===== src/rtl/cell_pos_streamer.sv =====
// Reads one cell's particle count, then streams every particle position word out of the cell memory.
// Latency: first word valid 7 cycles after start; with the consumer always ready, one word per cycle, done at count+8.
// Backpressure: reads are issued only against free skid-FIFO credit, and the FIFO head holds steady while stalled.
module cell_pos_streamer #(
   parameter int DATA_WIDTH   = 96,
   parameter int PARTICLE_NUM = 220,
   parameter int ADDR_WIDTH   = 8,
   parameter int FIFO_DEPTH   = 4
) (
   input  logic                  clock,
   input  logic                  rst_n,
   input  logic                  start,
   output logic [ADDR_WIDTH-1:0] mem_address,
   output logic                  mem_rden,
   output logic                  mem_wren,
   input  logic [DATA_WIDTH-1:0] mem_q,
   output logic [DATA_WIDTH-1:0] pos_data,
   output logic [ADDR_WIDTH-1:0] pos_id,
   output logic                  pos_last,
   output logic                  pos_valid,
   input  logic                  pos_ready,
   output logic                  busy,
   output logic                  done,
   output logic                  count_err
);

   localparam int PW = (FIFO_DEPTH > 1) ? $clog2(FIFO_DEPTH) : 1;
   localparam int CW = $clog2(FIFO_DEPTH + 1);
   localparam logic [ADDR_WIDTH-1:0] MAX_ID   = ADDR_WIDTH'(PARTICLE_NUM - 1);
   localparam logic [PW-1:0]         PTR_LAST = PW'(FIFO_DEPTH - 1);

   typedef enum logic [2:0] {
      S_IDLE, S_CNT_RD, S_CNT_WAIT, S_STREAM, S_DRAIN, S_FINISH
   } state_t;

   state_t                r_state;
   logic [ADDR_WIDTH-1:0] r_mem_address;
   logic [ADDR_WIDTH-1:0] r_next_addr;
   logic [ADDR_WIDTH-1:0] r_count;
   logic                  r_mem_rden;
   logic                  r_busy;
   logic                  r_done;
   logic                  r_count_err;
   logic                  r_wait;
   logic                  r_last_xfer;

   // Issue tags: stage 0 rides alongside the read-enable register, stages 1-2 track the memory latency
   logic                  r_t0_vld, r_t0_last;
   logic                  r_t1_vld, r_t1_last;
   logic                  r_t2_vld, r_t2_last;
   logic [ADDR_WIDTH-1:0] r_t1_addr, r_t2_addr;

   logic [DATA_WIDTH-1:0] r_fifo_dat [FIFO_DEPTH];
   logic [ADDR_WIDTH-1:0] r_fifo_id  [FIFO_DEPTH];
   logic [FIFO_DEPTH-1:0] r_fifo_last;
   logic [PW-1:0]         r_wr_ptr, r_rd_ptr;
   logic [CW-1:0]         r_fifo_cnt;

   logic                  w_push;
   logic                  w_pop;
   logic [1:0]            w_inflight;
   logic                  w_credit;
   logic [ADDR_WIDTH-1:0] w_cnt_raw;
   logic                  w_cnt_over;
   logic [ADDR_WIDTH-1:0] w_cnt;

   function automatic logic [PW-1:0] f_inc(input logic [PW-1:0] p);
      return (p == PTR_LAST) ? '0 : p + 1'b1;
   endfunction

   assign w_push     = r_t2_vld;
   assign w_pop      = pos_valid && pos_ready;
   assign w_inflight = {1'b0, r_t0_vld} + {1'b0, r_t1_vld} + {1'b0, r_t2_vld};
   // A word leaving the FIFO this cycle frees its slot for the read issued at this edge,
   // which is what lets the stream sustain one word per cycle with a 4-deep FIFO.
   assign w_credit   = (int'(r_fifo_cnt) + int'(w_inflight)) < (FIFO_DEPTH + int'(w_pop));

   assign w_cnt_raw  = mem_q[ADDR_WIDTH-1:0];
   assign w_cnt_over = (w_cnt_raw > MAX_ID);
   assign w_cnt      = w_cnt_over ? MAX_ID : w_cnt_raw;

   assign mem_address = r_mem_address;
   assign mem_rden    = r_mem_rden;
   assign mem_wren    = 1'b0;
   assign busy        = r_busy;
   assign done        = r_done;
   assign count_err   = r_count_err;
   assign pos_valid   = (r_fifo_cnt != '0);
   assign pos_data    = r_fifo_dat[r_rd_ptr];
   assign pos_id      = r_fifo_id[r_rd_ptr];
   assign pos_last    = pos_valid && r_fifo_last[r_rd_ptr];

   // Sequencer: count read, credit-gated particle reads, drain, completion pulse
   always_ff @(posedge clock or negedge rst_n) begin
      if (!rst_n) begin
         r_state       <= S_IDLE;
         r_mem_address <= '0;
         r_mem_rden    <= 1'b0;
         r_busy        <= 1'b0;
         r_done        <= 1'b0;
         r_count_err   <= 1'b0;
         r_count       <= '0;
         r_next_addr   <= '0;
         r_wait        <= 1'b0;
         r_last_xfer   <= 1'b0;
         r_t0_vld      <= 1'b0;
         r_t0_last     <= 1'b0;
      end else begin
         r_mem_rden <= 1'b0;
         r_done     <= 1'b0;
         r_t0_vld   <= 1'b0;
         r_t0_last  <= 1'b0;
         if (w_pop && pos_last) r_last_xfer <= 1'b1;
         case (r_state)
            S_IDLE: begin
               if (start) begin
                  r_state       <= S_CNT_RD;
                  r_busy        <= 1'b1;
                  r_count_err   <= 1'b0;
                  r_last_xfer   <= 1'b0;
                  r_mem_address <= '0;
                  r_mem_rden    <= 1'b1;
               end
            end
            S_CNT_RD: begin
               r_state <= S_CNT_WAIT;
               r_wait  <= 1'b0;
            end
            S_CNT_WAIT: begin
               if (!r_wait) begin
                  r_wait <= 1'b1;
               end else begin
                  r_count     <= w_cnt;
                  r_count_err <= w_cnt_over;
                  if (w_cnt == '0) begin
                     r_state <= S_FINISH;
                     r_done  <= 1'b1;
                  end else begin
                     // The FIFO is empty here, so the first particle read goes out with the count
                     r_mem_address <= ADDR_WIDTH'(1);
                     r_mem_rden    <= 1'b1;
                     r_t0_vld      <= 1'b1;
                     r_t0_last     <= (w_cnt == ADDR_WIDTH'(1));
                     r_next_addr   <= ADDR_WIDTH'(2);
                     r_state       <= (w_cnt == ADDR_WIDTH'(1)) ? S_DRAIN : S_STREAM;
                  end
               end
            end
            S_STREAM: begin
               if (w_credit) begin
                  r_mem_address <= r_next_addr;
                  r_mem_rden    <= 1'b1;
                  r_t0_vld      <= 1'b1;
                  r_t0_last     <= (r_next_addr == r_count);
                  r_next_addr   <= r_next_addr + 1'b1;
                  if (r_next_addr == r_count) r_state <= S_DRAIN;
               end
            end
            S_DRAIN: begin
               if (w_inflight == 2'd0 && r_fifo_cnt == '0 && r_last_xfer) begin
                  r_state <= S_FINISH;
                  r_done  <= 1'b1;
               end
            end
            S_FINISH: begin
               r_busy  <= 1'b0;
               r_state <= S_IDLE;
            end
            default: r_state <= S_IDLE;
         endcase
      end
   end

   // Tag pipeline matching the two-cycle memory latency
   always_ff @(posedge clock or negedge rst_n) begin
      if (!rst_n) begin
         r_t1_vld  <= 1'b0;
         r_t1_last <= 1'b0;
         r_t1_addr <= '0;
         r_t2_vld  <= 1'b0;
         r_t2_last <= 1'b0;
         r_t2_addr <= '0;
      end else begin
         r_t1_vld  <= r_t0_vld;
         r_t1_last <= r_t0_last;
         r_t1_addr <= r_mem_address;
         r_t2_vld  <= r_t1_vld;
         r_t2_last <= r_t1_last;
         r_t2_addr <= r_t1_addr;
      end
   end

   // Output skid FIFO: returning words with their tags, head drives the stream
   always_ff @(posedge clock or negedge rst_n) begin
      if (!rst_n) begin
         for (int i = 0; i < FIFO_DEPTH; i++) begin
            r_fifo_dat[i] <= '0;
            r_fifo_id[i]  <= '0;
         end
         r_fifo_last <= '0;
         r_wr_ptr    <= '0;
         r_rd_ptr    <= '0;
         r_fifo_cnt  <= '0;
      end else begin
         if (w_push) begin
            r_fifo_dat[r_wr_ptr]  <= mem_q;
            r_fifo_id[r_wr_ptr]   <= r_t2_addr;
            r_fifo_last[r_wr_ptr] <= r_t2_last;
            r_wr_ptr              <= f_inc(r_wr_ptr);
         end
         if (w_pop) r_rd_ptr <= f_inc(r_rd_ptr);
         case ({w_push, w_pop})
            2'b10:   r_fifo_cnt <= r_fifo_cnt + 1'b1;
            2'b01:   r_fifo_cnt <= r_fifo_cnt - 1'b1;
            default: r_fifo_cnt <= r_fifo_cnt;
         endcase
      end
   end

endmodule

===== config.mk =====
export PLATFORM = sky130hd
export DESIGN_NAME = cell_pos_streamer
export DESIGN_NICKNAME = d
export VERILOG_FILES = /design/src/rtl/cell_pos_streamer.sv
export SDC_FILE = /design/constraint.sdc
export NUM_CORES = 1
export LEC_CHECK = 0
export ABC_AREA = 1
export ABC_CLOCK_PERIOD_IN_PS = 2900
export CAP_MARGIN = 30
export CORE_MARGIN = 5
export CORE_UTILIZATION = 38
export CTS_CLUSTER_DIAMETER = 60
export CTS_CLUSTER_SIZE = 10
export DETAILED_ROUTE_END_ITERATION = 6
export PLACE_DENSITY = 0.56
export SYNTH_ARGS = -nofsm -noshare
export SYNTH_HDL_FRONTEND = slang
export SYNTH_SLANG_ARGS = --single-unit

===== constraint.sdc =====
create_clock -name clock -period 2.9 [get_ports clock]
set_input_delay 0.87 -clock clock [delete_from_list [all_inputs] [get_ports clock]]
set_output_delay 0.87 -clock clock [all_outputs]
set_load 0.02 [all_outputs]

==> metrics.yaml <==
placed_design:
  hpwl_mm: 35.5
  place_inst: 3195
  io_buffers: 217
  pre_cts_slack_ns: 0.0325
  place.gp.congestion: 0.832
global_routing:
  grt_use_total: 0.195
  grt_pass1_vias: 17272
  antenna_found_initial: 0
  grt_pass1_wl_mm: 94.9
  grt_overflow: 0
  grt_max_degree: 93
layout:
  multi_input_area_um2: 7560
  final_cell_mix: "o21ai_0 (585), nand2_1 (485), dfrtp_1 (480)"
  layout-drive-gt1-share: 0.130
  n_antenna_cell: 0
  fin_cells: 3290
  fillers: 5082
  fin_nets: 2695
  syn_to_final_growth_pct: 25.6
  layout_commonest_cell: "o21ai_0"
  seq_area_um2: 12100
detailed_routing:
  vias_per_cell: 5.18
  wire_per_inst_um: 18.2
  firstDrtPassIters: 5
  vias: 17044
  drc_errors: 0
  drt_iter0_markers: 1265
  wl_mm: 59.9
  drtAntennaViolNets: 0
sta:
  fin_crit_sh: 1.02
  fin_skew_ns: 0.0196
  slew_viol_final: 0
  worst_slack_ns: -0.0666
  final.setup.tns_ns: -0.541
  hold_viol: 0
  tightest_slew_ns: 0.647
  fmax_ghz: 0.337
  whs_ns: 0.228
  rsz0062_at_grt: "true"
  fin_crit_ns: 2.97
  maxSlewHeadroom: 0.569
  setup_violations: 25
cts:
  cts.path.max_buffers: 3
  clk_pin_slew_ns: 0.06
  htreeDepth: 2
  cts_tree: "yes"
  cts.sinks: 482
  clk-insertion-delay-late_ns: 0.60
  cts_hold_buf: 0
  clock-root-buffer: "clkbuf_16"
  cts_buffers: 55
setup_path:
  path_max_fanout: 36
  worstPathBufferInverterCount: 3
  slowest_delay_ns: 0.49
  cp_data_arrival_time_ns: 2.10
  cp_top_family: "buffers and inverters"
  crit_type: "reg -> out"
  start_kind: "flop"
  startpoint: "r_rd_ptr[0]"
  critPathRequiredTime_ns: 2.03
  crit_slowest_cell: "dfrtp_4"
  cp-end-kind: "primary output"
  worstReg2RegStart: "r_t0_vld"
  cp_cell_sequence: "buf_12 -> buf_16 -> o21ai_0 -> o22ai_1 -> buf_4"
floorplan:
  placementRows: 85
  initial_core_util: 0.385
  die_h_um: 244
  die_w_um: 244
  ios: 219
  dieArea_um2: 59400
  core_um2: 53900
hold_path:
  hold_path_class: "in -> async"
run:
  cap_violations: 0
logic_synthesis:
  synth.area.top_cells: "dfrtp_1 (58%), o21ai_0 (16%), nand2_1 (8.8%)"
  synth.top_cell.area_share: 0.581
  syn_nets: 2484
  netlist_instances: 2372
  yosys.area_share.simple: 0.143
  yosys.area.top_type: "dfrtp_1"
  muxShareOfSynthArea: 0
  avgSynthCellArea_um2: 8.74
  yosysWarnings: 0
  synthAdderAreaFrac: 0.00832
  synth_compound_gate_area_share: 0.199
  yosysSeqAreaShare: 0.581
  synth_top_family_by_area: "compound AO/OA/AOI/OAI gates"
  ys_types: 39
  ys_seq_elements: 482
  synth_area_um2: 20700
  synth_xor_area_frac: 0.00591
run_status:
  status: "complete, but fails checks"
  violations: "negative setup slack"
power_and_ir_drop:
  ir_drop_mv: 0.502
  cellLeakagePower_nw: 12.4
  powerDensity_nw_per_um2: 1270
==> sequential cells by signal (all words and copies together), names as in the netlist, 2 cells and up <==
name,count
mem_address,8
r_fifo_last,4
r_fifo_cnt,3
r_rd_ptr,2
r_state,3
r_count,8
r_t1_addr,8
r_wr_ptr,2
r_fifo_dat,384
r_fifo_id,32
r_t2_addr,8
r_next_addr,8
==> routing by layer <==
layer | GRT usage | vias up | routed length (µm)
li1 | - | 8218 | -
met1 | 0.265 | 8338 | 27200
met2 | 0.323 | 400 | 28500
met3 | 0.0355 | 88 | 2870
met4 | 0.0544 | 0 | 1380
met5 | 0 | - | 0
==> logic make-up (layout without fill, tap and decap cells) <==
family,after synthesis,count (layout)
buffers and inverters,317,539
XOR/XNOR,14,14
other,1,1
flip-flops,482,482
AND/OR/NAND/NOR,761,761
adder cells (fa/ha/maj),12,12
AO/OA/AOI/OAI,785,785
==> timing repair <==
item / in CTS / in global routing
endpoints found under the hold margin: 0 / 0
gates resized for setup: 544 / 97
pin swaps: 20 / 25
gates cloned: 7 / 6
setup endpoints to repair: 103 / 103
setup buffers: 10 / 7
==> cell type report <==
type / count / area share
Timing Repair Buffer: 320 / 0.132
Sequential cell: 482 / 0.463
Tap cell: 696 / 0.0334
Multi-Input combinational cell: 1573 / 0.290
Clock buffer: 67 / 0.0581
Inverter: 151 / 0.0228
Clock inverter: 1 / 0.000288
==> path summary, 6_finish.rpt <==
kind / endpoint / slack, ns / depth (start not counted)
max: pos_data[79] / -0.07 / 5
min: r_fifo_dat[13] / 0.23 / 1
max reg2reg: mem_address[0] / 0.24 / 12
min reg2reg: r_t2_addr[0] / 0.35 / 0
max in group asynchronous: r_t2_addr[0] / 1.68 / 2
min in group clock: r_t2_addr[0] / 0.35 / 0
==> through the flow <==
step | util | area (µm²) | power, W
finish | 0.483 | 26100 | 0.0331
global route | 0.483 | 26100 | 0.0356
CTS | 0.478 | 25800 | 0.0328
detailed placement | 0.445 | 24000 | 0.0261
global placement | 0.445 | 24000 | 0.0258
floorplan | - | 20700 | 0.0197
==> where the power goes <==
part | switching [W] | internal (W)
Clock | 0.00262 | 0.00358
Sequential | 0.00183 | 0.00990
Combinational | 0.00878 | 0.00642
Total | 0.0132 | 0.0199
==> Yosys cell counts <==
| cell type | number |
|---|---|
| clkinv_2 | 2 |
| fa_1 | 3 |
| o21a_1 | 1 |
| nand2_4 | 3 |
| o21ai_1 | 8 |
| o21ai_0 | 650 |
| dlymetal6s2s_1 | 1 |
| inv_1 | 145 |
| clkbuf_2 | 1 |
| o22ai_1 | 105 |
| nor2_4 | 1 |
| a31oi_1 | 2 |
| buf_6 | 1 |
| buf_1 | 2 |
| a21oi_4 | 1 |
| buf_4 | 1 |
| clkinv_1 | 1 |
| o21ai_2 | 10 |
| nor3_1 | 3 |
| nand3_1 | 11 |
| o21bai_1 | 2 |
| buf_12 | 1 |
| nor2_2 | 4 |
| nand3_2 | 2 |
| buf_2 | 48 |
| ha_1 | 9 |
| nand2_1 | 489 |
| dfrtp_1 | 482 |
| a21boi_0 | 1 |
| clkbuf_1 | 111 |
| nand3_4 | 2 |
| conb_1 | 1 |
| o22a_1 | 1 |
| nand2_2 | 5 |
| xor2_1 | 7 |
| inv_2 | 3 |
| xnor2_1 | 7 |
| a21oi_1 | 4 |
| nor2_1 | 241 |
Power figures use the tool's default switching activity.
